`src/rtl/regfile_writeback_if.sv`:
```
// Writeback bus bundle: ALU result, load result, register-file write port
// and the decode-side hazard query.
interface regfile_writeback_if #(
  parameter int DEPTH = 2
);
  localparam int CW = $clog2(DEPTH) + 1;

  logic          aluValid;
  logic [4:0]    aluRd;
  logic [63:0]   aluResult;
  logic          aluReady;

  logic          memValid;
  logic [4:0]    memRd;
  logic [63:0]   memData;
  logic          memReady;

  logic [4:0]    writeReg;
  logic [63:0]   writeData;
  logic          regWrite;

  logic [4:0]    readReg1;
  logic [4:0]    readReg2;
  logic          pendHit1;
  logic          pendHit2;
  logic [CW-1:0] pendCount;

  // Producer / decode side
  modport master (
    output aluValid, aluRd, aluResult,
    output memValid, memRd, memData,
    output readReg1, readReg2,
    input  aluReady, memReady,
    input  writeReg, writeData, regWrite,
    input  pendHit1, pendHit2, pendCount
  );

  // Writeback arbiter side
  modport slave (
    input  aluValid, aluRd, aluResult,
    input  memValid, memRd, memData,
    input  readReg1, readReg2,
    output aluReady, memReady,
    output writeReg, writeData, regWrite,
    output pendHit1, pendHit2, pendCount
  );
endinterface

```
`src/rtl/regfile_writeback.sv`:
```
// Register-file writeback arbiter. ALU results write straight through;
// load results are queued in a small FIFO and drain when the ALU is idle.
// A starvation counter forces the queue head through after the ALU has
// won STARVE_LIMIT times in a row against a non-empty queue. x0 targets
// are consumed without a write strobe.
module regfile_writeback #(
  parameter int DEPTH        = 2,
  parameter int STARVE_LIMIT = 3
) (
  input logic               clk,
  input logic               rst_n,
  regfile_writeback_if.slave wb
);
  localparam int PW = $clog2(DEPTH);
  localparam int SW = $clog2(STARVE_LIMIT + 2);
  localparam logic [PW:0]   DEPTH_CNT  = (PW + 1)'(DEPTH);
  localparam logic [SW-1:0] STARVE_MAX = SW'(STARVE_LIMIT);

  logic [4:0]       qRd   [DEPTH];
  logic [63:0]      qData [DEPTH];
  logic [DEPTH-1:0] qValid;
  logic [PW-1:0]    rdPtr;
  logic [PW-1:0]    wrPtr;
  logic [PW:0]      count;
  logic [SW-1:0]    starveCnt;

  logic             queueEmpty;
  logic             queueHasRoom;
  logic             forceLoad;
  logic             aluAccept;
  logic             push;
  logic             pop;
  logic             winValid;
  logic [4:0]       winRd;
  logic [63:0]      winData;

  logic             regWriteQ;
  logic [4:0]       writeRegQ;
  logic [63:0]      writeDataQ;
  logic             hit1;
  logic             hit2;

  // Arbitration: all decisions come from start-of-cycle state only.
  always_comb begin
    queueEmpty   = (count == '0);
    queueHasRoom = (count < DEPTH_CNT);
    forceLoad    = !queueEmpty && (starveCnt == STARVE_MAX);
    aluAccept    = wb.aluValid && !forceLoad;
    push         = wb.memValid && queueHasRoom;
    pop          = !aluAccept && !queueEmpty;
    winValid     = aluAccept || pop;
    winRd        = aluAccept ? wb.aluRd     : qRd[rdPtr];
    winData      = aluAccept ? wb.aluResult : qData[rdPtr];
  end

  // Queue payload storage; validity is tracked separately so no reset is needed here.
  always_ff @(posedge clk) begin
    if (push) begin
      qRd[wrPtr]   <= wb.memRd;
      qData[wrPtr] <= wb.memData;
    end
  end

  // Queue pointers, occupancy and per-entry valid flags.
  always_ff @(posedge clk or negedge rst_n) begin
    if (!rst_n) begin
      rdPtr  <= '0;
      wrPtr  <= '0;
      count  <= '0;
      qValid <= '0;
    end else begin
      if (pop) begin
        qValid[rdPtr] <= 1'b0;
        rdPtr         <= rdPtr + PW'(1);
      end
      if (push) begin
        qValid[wrPtr] <= 1'b1;
        wrPtr         <= wrPtr + PW'(1);
      end
      case ({push, pop})
        2'b10:   count <= count + (PW + 1)'(1);
        2'b01:   count <= count - (PW + 1)'(1);
        default: count <= count;
      endcase
    end
  end

  // Starvation counter: counts ALU wins against a waiting queue head.
  always_ff @(posedge clk or negedge rst_n) begin
    if (!rst_n) begin
      starveCnt <= '0;
    end else if (queueEmpty || pop) begin
      starveCnt <= '0;
    end else if (aluAccept) begin
      starveCnt <= starveCnt + SW'(1);
    end
  end

  // Registered write port; x0 winners are consumed but never strobed.
  always_ff @(posedge clk or negedge rst_n) begin
    if (!rst_n) begin
      regWriteQ  <= 1'b0;
      writeRegQ  <= '0;
      writeDataQ <= '0;
    end else if (winValid) begin
      regWriteQ <= (winRd != 5'd0);
      if (winRd != 5'd0) begin
        writeRegQ  <= winRd;
        writeDataQ <= winData;
      end
    end else begin
      regWriteQ <= 1'b0;
    end
  end

  // Hazard query: any queued destination or the write currently on the port.
  always_comb begin
    hit1 = 1'b0;
    hit2 = 1'b0;
    for (int i = 0; i < DEPTH; i++) begin
      if (qValid[i] && (qRd[i] == wb.readReg1)) hit1 = 1'b1;
      if (qValid[i] && (qRd[i] == wb.readReg2)) hit2 = 1'b1;
    end
    if (regWriteQ && (writeRegQ == wb.readReg1)) hit1 = 1'b1;
    if (regWriteQ && (writeRegQ == wb.readReg2)) hit2 = 1'b1;
    if (wb.readReg1 == 5'd0) hit1 = 1'b0;
    if (wb.readReg2 == 5'd0) hit2 = 1'b0;
  end

  assign wb.aluReady  = !forceLoad;
  assign wb.memReady  = queueHasRoom;
  assign wb.pendCount = count;
  assign wb.regWrite  = regWriteQ;
  assign wb.writeReg  = writeRegQ;
  assign wb.writeData = writeDataQ;
  assign wb.pendHit1  = hit1;
  assign wb.pendHit2  = hit2;
endmodule

```
`src/flat_wrapper.sv`:
```
// flat-port wrapper written by rule: the top's interface ports become plain ports
module regfile_writeback_flat 
#(
  parameter int DEPTH        = 2,
  parameter int STARVE_LIMIT = 3
)
  (clk, rst_n, wb_aluValid, wb_aluRd, wb_aluResult, wb_memValid, wb_memRd, wb_memData, wb_readReg1, wb_readReg2, wb_aluReady, wb_memReady, wb_writeReg, wb_writeData, wb_regWrite, wb_pendHit1, wb_pendHit2, wb_pendCount);
  regfile_writeback_if #(.DEPTH(DEPTH)) wb_i ();
  input logic clk;
  input logic rst_n;
  input wire logic [$bits(wb_i.aluValid)-1:0] wb_aluValid;
  input wire logic [$bits(wb_i.aluRd)-1:0] wb_aluRd;
  input wire logic [$bits(wb_i.aluResult)-1:0] wb_aluResult;
  input wire logic [$bits(wb_i.memValid)-1:0] wb_memValid;
  input wire logic [$bits(wb_i.memRd)-1:0] wb_memRd;
  input wire logic [$bits(wb_i.memData)-1:0] wb_memData;
  input wire logic [$bits(wb_i.readReg1)-1:0] wb_readReg1;
  input wire logic [$bits(wb_i.readReg2)-1:0] wb_readReg2;
  output wire logic [$bits(wb_i.aluReady)-1:0] wb_aluReady;
  output wire logic [$bits(wb_i.memReady)-1:0] wb_memReady;
  output wire logic [$bits(wb_i.writeReg)-1:0] wb_writeReg;
  output wire logic [$bits(wb_i.writeData)-1:0] wb_writeData;
  output wire logic [$bits(wb_i.regWrite)-1:0] wb_regWrite;
  output wire logic [$bits(wb_i.pendHit1)-1:0] wb_pendHit1;
  output wire logic [$bits(wb_i.pendHit2)-1:0] wb_pendHit2;
  output wire logic [$bits(wb_i.pendCount)-1:0] wb_pendCount;
  assign wb_i.aluValid = wb_aluValid;
  assign wb_i.aluRd = wb_aluRd;
  assign wb_i.aluResult = wb_aluResult;
  assign wb_i.memValid = wb_memValid;
  assign wb_i.memRd = wb_memRd;
  assign wb_i.memData = wb_memData;
  assign wb_i.readReg1 = wb_readReg1;
  assign wb_i.readReg2 = wb_readReg2;
  assign wb_aluReady = wb_i.aluReady;
  assign wb_memReady = wb_i.memReady;
  assign wb_writeReg = wb_i.writeReg;
  assign wb_writeData = wb_i.writeData;
  assign wb_regWrite = wb_i.regWrite;
  assign wb_pendHit1 = wb_i.pendHit1;
  assign wb_pendHit2 = wb_i.pendHit2;
  assign wb_pendCount = wb_i.pendCount;
  regfile_writeback #(.DEPTH(DEPTH), .STARVE_LIMIT(STARVE_LIMIT)) u_core (.clk(clk), .rst_n(rst_n), .wb(wb_i));
endmodule
```
`config.mk`:
```
export PLATFORM = sky130hd
export DESIGN_NAME = regfile_writeback_flat
export DESIGN_NICKNAME = d
export VERILOG_FILES = /design/src/rtl/regfile_writeback_if.sv /design/src/rtl/regfile_writeback.sv /design/src/flat_wrapper.sv
export SDC_FILE = /design/constraint.sdc
export NUM_CORES = 1
export LEC_CHECK = 0
export CAP_MARGIN = 0
export CORE_MARGIN = 2
export CORE_UTILIZATION = 45
export CTS_CLUSTER_SIZE = 28
export DETAILED_ROUTE_END_ITERATION = 10
export GPL_ROUTABILITY_DRIVEN = 0
export HOLD_SLACK_MARGIN = 0.03
export MAX_ROUTING_LAYER = met4
export PLACE_DENSITY = 0.75
export SLEW_MARGIN = 20
export SYNTH_ARGS = -nofsm -noshare
export SYNTH_HDL_FRONTEND = slang
export SYNTH_SLANG_ARGS = --single-unit
```
`constraint.sdc`:
```
create_clock -name clk -period 10.2 [get_ports clk]
set_clock_uncertainty 0.2 [all_clocks]
set_input_delay 1.53 -clock clk [delete_from_list [all_inputs] [get_ports clk]]
set_output_delay 1.53 -clock clk [all_outputs]
set_load 0.05 [all_outputs]
```
---- Word level (Yosys, flattened, before mapping) ----
Memory sizes are Yosys's and may differ from the RTL's.
Index checks and enable logic that the tools add are counted.
W data, S select, Z words.
storage, ports and cells
  flip-flop bits (word level) ............. 79
  RAM bits ................................ 138
  input bits .............................. 152
  output and inout bits ................... 76
  word-level logic and storage cells ...... 78
  memories kept ........................... 2
memory list
  memory        depth  width  read ports  clocked after Yosys merged registers in  write ports  line                     RTL
  u_core.qData  2      64     1           0                                        1            regfile_writeback.sv:20  logic [63:0] qData [DEPTH];
  u_core.qRd    2      5      3           0                                        1            regfile_writeback.sv:19  logic [4:0] qRd [DEPTH];
operators by class
  $add $sub $neg .......................... 5
  $lt $le $gt $ge ......................... 5
  equality and inequality tests ........... 9
  mux-type cells .......................... 22
  bitwise gates (word level) .............. 3
  reductions and logical operators ........ 24
operators by type and width
  cell                   number
  $mux W64               1
  $eq A5 B5 Y1           6
  $mux W1                13
  $logic_and A1 B1 Y1    12
  $logic_not A5 Y1       2
  $mux W3                2
  $mux W5                1
  $reduce_bool A5 Y1     1
  $lt A1 B2 Y1 const B   2
  $mux W2                2
  $pmux W2 S2            1
  $reduce_bool A2 Y1     2
  $add A3 B1 Y3 const B  1
  $eq A3 B2 Y1 const B   1
  $logic_not A1 Y1       3
  $add A1 B1 Y1 const B  2
  $add A2 B1 Y2 const B  1
  $and A2 B2 Y2          1
  $demux W1 S1           2
  $eq A2 B1 Y1 const B   1
  $eq A2 B2 Y1 const B   1
  $ge A1 B1 Y1 const B   2
  $logic_not A2 Y1       1
  $logic_or A1 B1 Y1     2
  5 further kinds        5

---- Logic depth before layout (Yosys ltp) ----
  depth after elaboration ................. 10
  mapped depth ............................ 11
  gate-level depth less buffers ........... 9

---- Worst setup path before layout ----
OpenSTA, ideal clock, no wires.
  path kind ............................... input to register
  from .................................... input port wb_memValid
  to ...................................... memory u_core.qData[0][0], enable pin
  setup time .............................. 0.497 ns
  data arrival time ....................... 4.531 ns
  data required time ...................... 9.503 ns
  setup slack ............................. 4.972 ns
  stages on the path ...................... 2
  buffers on the path ..................... 0
  path through ............................ nand2_1 > nor2_1
on the way
  cells in the longest elaborated chain, start to end .. 3
RTL lines
  item                           line                     RTL
  from (decl)                    flat_wrapper.sv:14       input wire logic [$bits(wb_i.memValid)-1:0] wb_memValid;
  $logic_and A1 B1 Y1            regfile_writeback.sv:49  push = wb.memValid && queueHasRoom;
  $mux W1                        regfile_writeback.sv:58  if (push) begin
  $mux W1 (not written as such)  regfile_writeback.sv:60  qData[wrPtr] <= wb.memData;
  to (decl)                      regfile_writeback.sv:20
No other way between the ends.

---- Final worst setup path ----
  from .................................... input port wb_readReg1[2]
  to ...................................... output port wb_pendHit1
on the way
  cells in the longest elaborated chain, start to end .. 6
  elaborated cells on any way between the ends .. 11
  classes of those cells .................. eq/ne: 3; mux: 4; reduce/logical: 4
RTL lines
  item                   line                      RTL
  from (decl)            flat_wrapper.sv:17        input wire logic [$bits(wb_i.readReg1)-1:0] wb_readReg1;
  $eq A5 B5 Y1           regfile_writeback.sv:121  if (qValid[i] && (qRd[i] == wb.readReg1)) hit1 = 1'b1;
  $logic_and A1 B1 Y1    regfile_writeback.sv:121
  $mux W1 (2 in series)  regfile_writeback.sv:121
  $mux W1                regfile_writeback.sv:124  if (regWriteQ && (writeRegQ == wb.readReg1)) hit1 = 1'b1;
  $mux W1 *              regfile_writeback.sv:126  if (wb.readReg1 == 5'd0) hit1 = 1'b0;
  to (decl)              flat_wrapper.sv:24        output wire logic [$bits(wb_i.pendHit1)-1:0] wb_pendHit1;
Mark *: on every way between the ends. The rest lies on a longest branch, timed or not.

==> key figures <==
Floorplanning
  – Core Rows: 51
  – Initial Util: 45.6%
  – Die Height: 144 um
  – Core Region: 0.0194 mm^2
  – IO Count: 228
  – Die X: 144 um
  – Die Area: 0.0208 mm^2

GRT
  – First-pass GRT wire length: 30.7 mm
  – Largest net degree at the start of global routing: 83
  – Antenna violations before repair: 1
  – Total track usage: 19.5%
  – GRT overflow: 0
  – Number of global-route vias before repair: 5765

Critical path
  – Crit-path cells: clkdlybuf4s50_1 -> xor2_1 -> nor4_1 -> and3_1 -> a31oi_1 -> a21oi_1 -> clkdlybuf4s50_1
  – Required time worst endpoint: 8.47 ns
  – Worst-path fanout max: 4
  – Crit path top cell by count: clkdlybuf4s50_1
  – Setup crit start kind: input pin
  – Crit end category: output port
  – Worst EP arrival: 3.69 ns
  – CP Class: in -> out
  – CP max stage delay: 0.81 ns
  – Critical-path top delay cell: clkdlybuf4s50_1

Synth
  – Synth Warn #: 0
  – Most used DFF post-synth: edfxtp_1
  – Count leader, synth: edfxtp_1
  – Sequential element share of the synthesized area: 69.2%
  – Fraction of registers with async set/reset: 36.4%
  – Synth top area share: 46.8%
  – Synthesized netlist cell count: 688
  – Syn Nets: 843
  – Commonest cells in the netlist: edfxtp_1 (138), dfrtp_1 (79), nor2_1 (76)
  – Syn Area/Cell: 12.9 um^2
  – Leading area contributor after synthesis: edfxtp_1
  – Post-synth EDFFs: 138
  – Synth top area cells: edfxtp_1 (47%), dfrtp_1 (22%), mux2i_1 (7.8%)
  – FF+latch count, synth: 217
  – Synth cell types: 37
  – Mapped cell area: 0.00885 mm^2

Timing
  – Final worst-path cycle share: 53.1%
  – Hold Vio Cnt, Final: 0
  – RSZ-0062 raised after global routing: false
  – Setup TNS: 0 ns
  – Least-Margin Pin Slew: 1.04 ns
  – Endpoints failing setup: 0
  – Fmax: 0.184 GHz
  – Final Slew Violations: 0
  – Slew HR: 30.6%
  – Fin crit period: 5.42 ns

Power
  – PwrDens: 298 mW/mm^2
  – Leakage: 4.58 nW
  – Max VDD drop: 0.000194 V

Clock tree
  – Root buffer cell: clkbuf_16
  – Post-CTS sizing: 0
  – Clock buffer depth: 3
  – H-tree lvl count: 1
  – Worst-path clk slew: 0.06 ns
  – Post-CTS setup buffers: 0
  – Cts bufs inserted: 23
  – TritonCTS clock tree: yes
  – CTS Sinks: 217
  – Clock Latency Late Sink: 0.50 ns
  – Post-CTS Hold Buffers: 0

Routing
  – Drt drc: 0
  – Final WL: 20.3 mm
  – Router iterations before antenna repair: 4
  – Post-DRT Antenna Nets: 0
  – Initial detailed-routing violation count: 281
  – Via count: 5999
  – Drt wl/cell: 17.0 um
  – Vias/cell: 5.04

Flow run
  – Max Cap Violations: 0

Place
  – Detailed-placement wirelength estimate: 13.1 mm
  – IO Port Bufs: 227

Hold path
  – HP Class: reg -> reg

Cells and area
  – Final nets: 1063
  – Register area: 0.00612 mm^2
  – Syn-to-layout area delta: 37.0%
  – Layout cells sized above 1: 5.08%
  – Fill cells: 1564
  – Core Util, Final: 62.5%
  – Area of the multi-input gates: 0.00254 mm^2

Status
  – Outcome: finished, final reports clean
## cells in the final DEF, fill, tap and decap left out, types with 2 or more instances in the layout
master           count
clkbuf_1             5
nor2_1              75
nand2_1             71
a21oi_1             72
clkdlybuf4s50_1    226
o21ai_1             66
dfrtp_1             78
bufinv_16            4
xnor2_1             10
ha_1                 3
xor2_1              25
nor4_1               7
clkinv_1             5
nor3_1               4
or4_1                3
buf_4                7
clkbuf_16           24
nand3_1              2
o21ai_0              3
and3_1               2
a31oi_1              2
inv_1                2
edfxtp_1           138
clkinv_2             2
inv_2                2
mux2i_1             69
## worst max-delay path, delay by kind of cell
kind,cells,cell delay [ns]
AND/OR/NAND/NOR,2,0.45
XOR/XNOR,1,0.19
AO/OA/AOI/OAI,2,0.21
buffers and inverters,2,1.31
## through the flow
stage                     hold WS [ns]  setup WS (ns)  power (mW)  instances  cell area, um^2
final                            0.241           4.78        3.61       1191            12100
after global routing             0.281           4.70        3.79       1191            12100
after CTS                        0.248           4.79        3.65       1190            12100
after detailed placement         0.240           4.80        2.78       1148            11300
after global placement           0.231           4.83        2.75       1148            11300
after floorplan                  0.218           4.97        2.30        688             8850
## path summary, 6_finish.rpt
kind	slack (ns)	to	depth (start not counted)	start
min in group asynchronous	0.80	u_core.wb.writeData[4]	1	rst_n
min reg2reg	0.24	u_core.starveCnt[0]	1	u_core.starveCnt[0]
min	0.24	u_core.starveCnt[0]	1	u_core.starveCnt[0]
max in group asynchronous	7.93	u_core.rdPtr	2	rst_n
max	4.78	wb_pendHit1	7	wb_readReg1[2]
max reg2reg	7.05	u_core.wb.writeReg[2]	8	u_core.starveCnt[0]
## power breakdown
group          leakage, nW  switching, mW  total [mW]  internal [mW]
clock network        0.386          0.327       0.865          0.538
logic                 1.97          0.904        1.40          0.495
registers             2.22          0.147        1.35           1.20
## flip-flops by register name (all words and copies together), names as in the netlist
register / count
u_core.qData: 128
u_core.qRd: 10
u_core.qValid: 2
u_core.rdPtr: 1
u_core.starveCnt: 3
u_core.wb.pendCount: 2
u_core.wb.regWrite: 1
u_core.wb.writeData: 64
u_core.wb.writeReg: 5
u_core.wrPtr: 1
## cell type report
cell class	count	share of cell area, %
inverters	4	0.124
diodes	1	0.0206
clock inverters	12	1.30
well taps	265	2.74
multi-input cells	429	21.0
repair buffers	233	19.1
flip-flops and latches	217	50.5
clock buffers	30	5.22
## routing by layer
| metal | wire length (um) | share of wire [%] | GRT usage, % | vias up |
|---|---|---|---|---|
| met1 | 8430 | 42 | 24.4 | 2875 |
| met4 | 605 | 3.0 | 5.93 | 0 |
| met3 | 1270 | 6.3 | 4.11 | 44 |
| met2 | 9990 | 49 | 32.3 | 171 |
| met5 | 0 | 0 | - | - |
| li1 | - | - | - | 2909 |
## kinds of logic after synthesis
family                     share of synthesized area, %
adders and majority gates                         0.424
and+or+nand+nor                                    7.97
AOI/OAI and AO/OA                                  8.91
muxes                                              7.80
DFF                                                69.2
xor gates and xnor gates                           3.46
buffers and inverters                              2.28
Note: power is estimated with default switching activity, not from simulation.
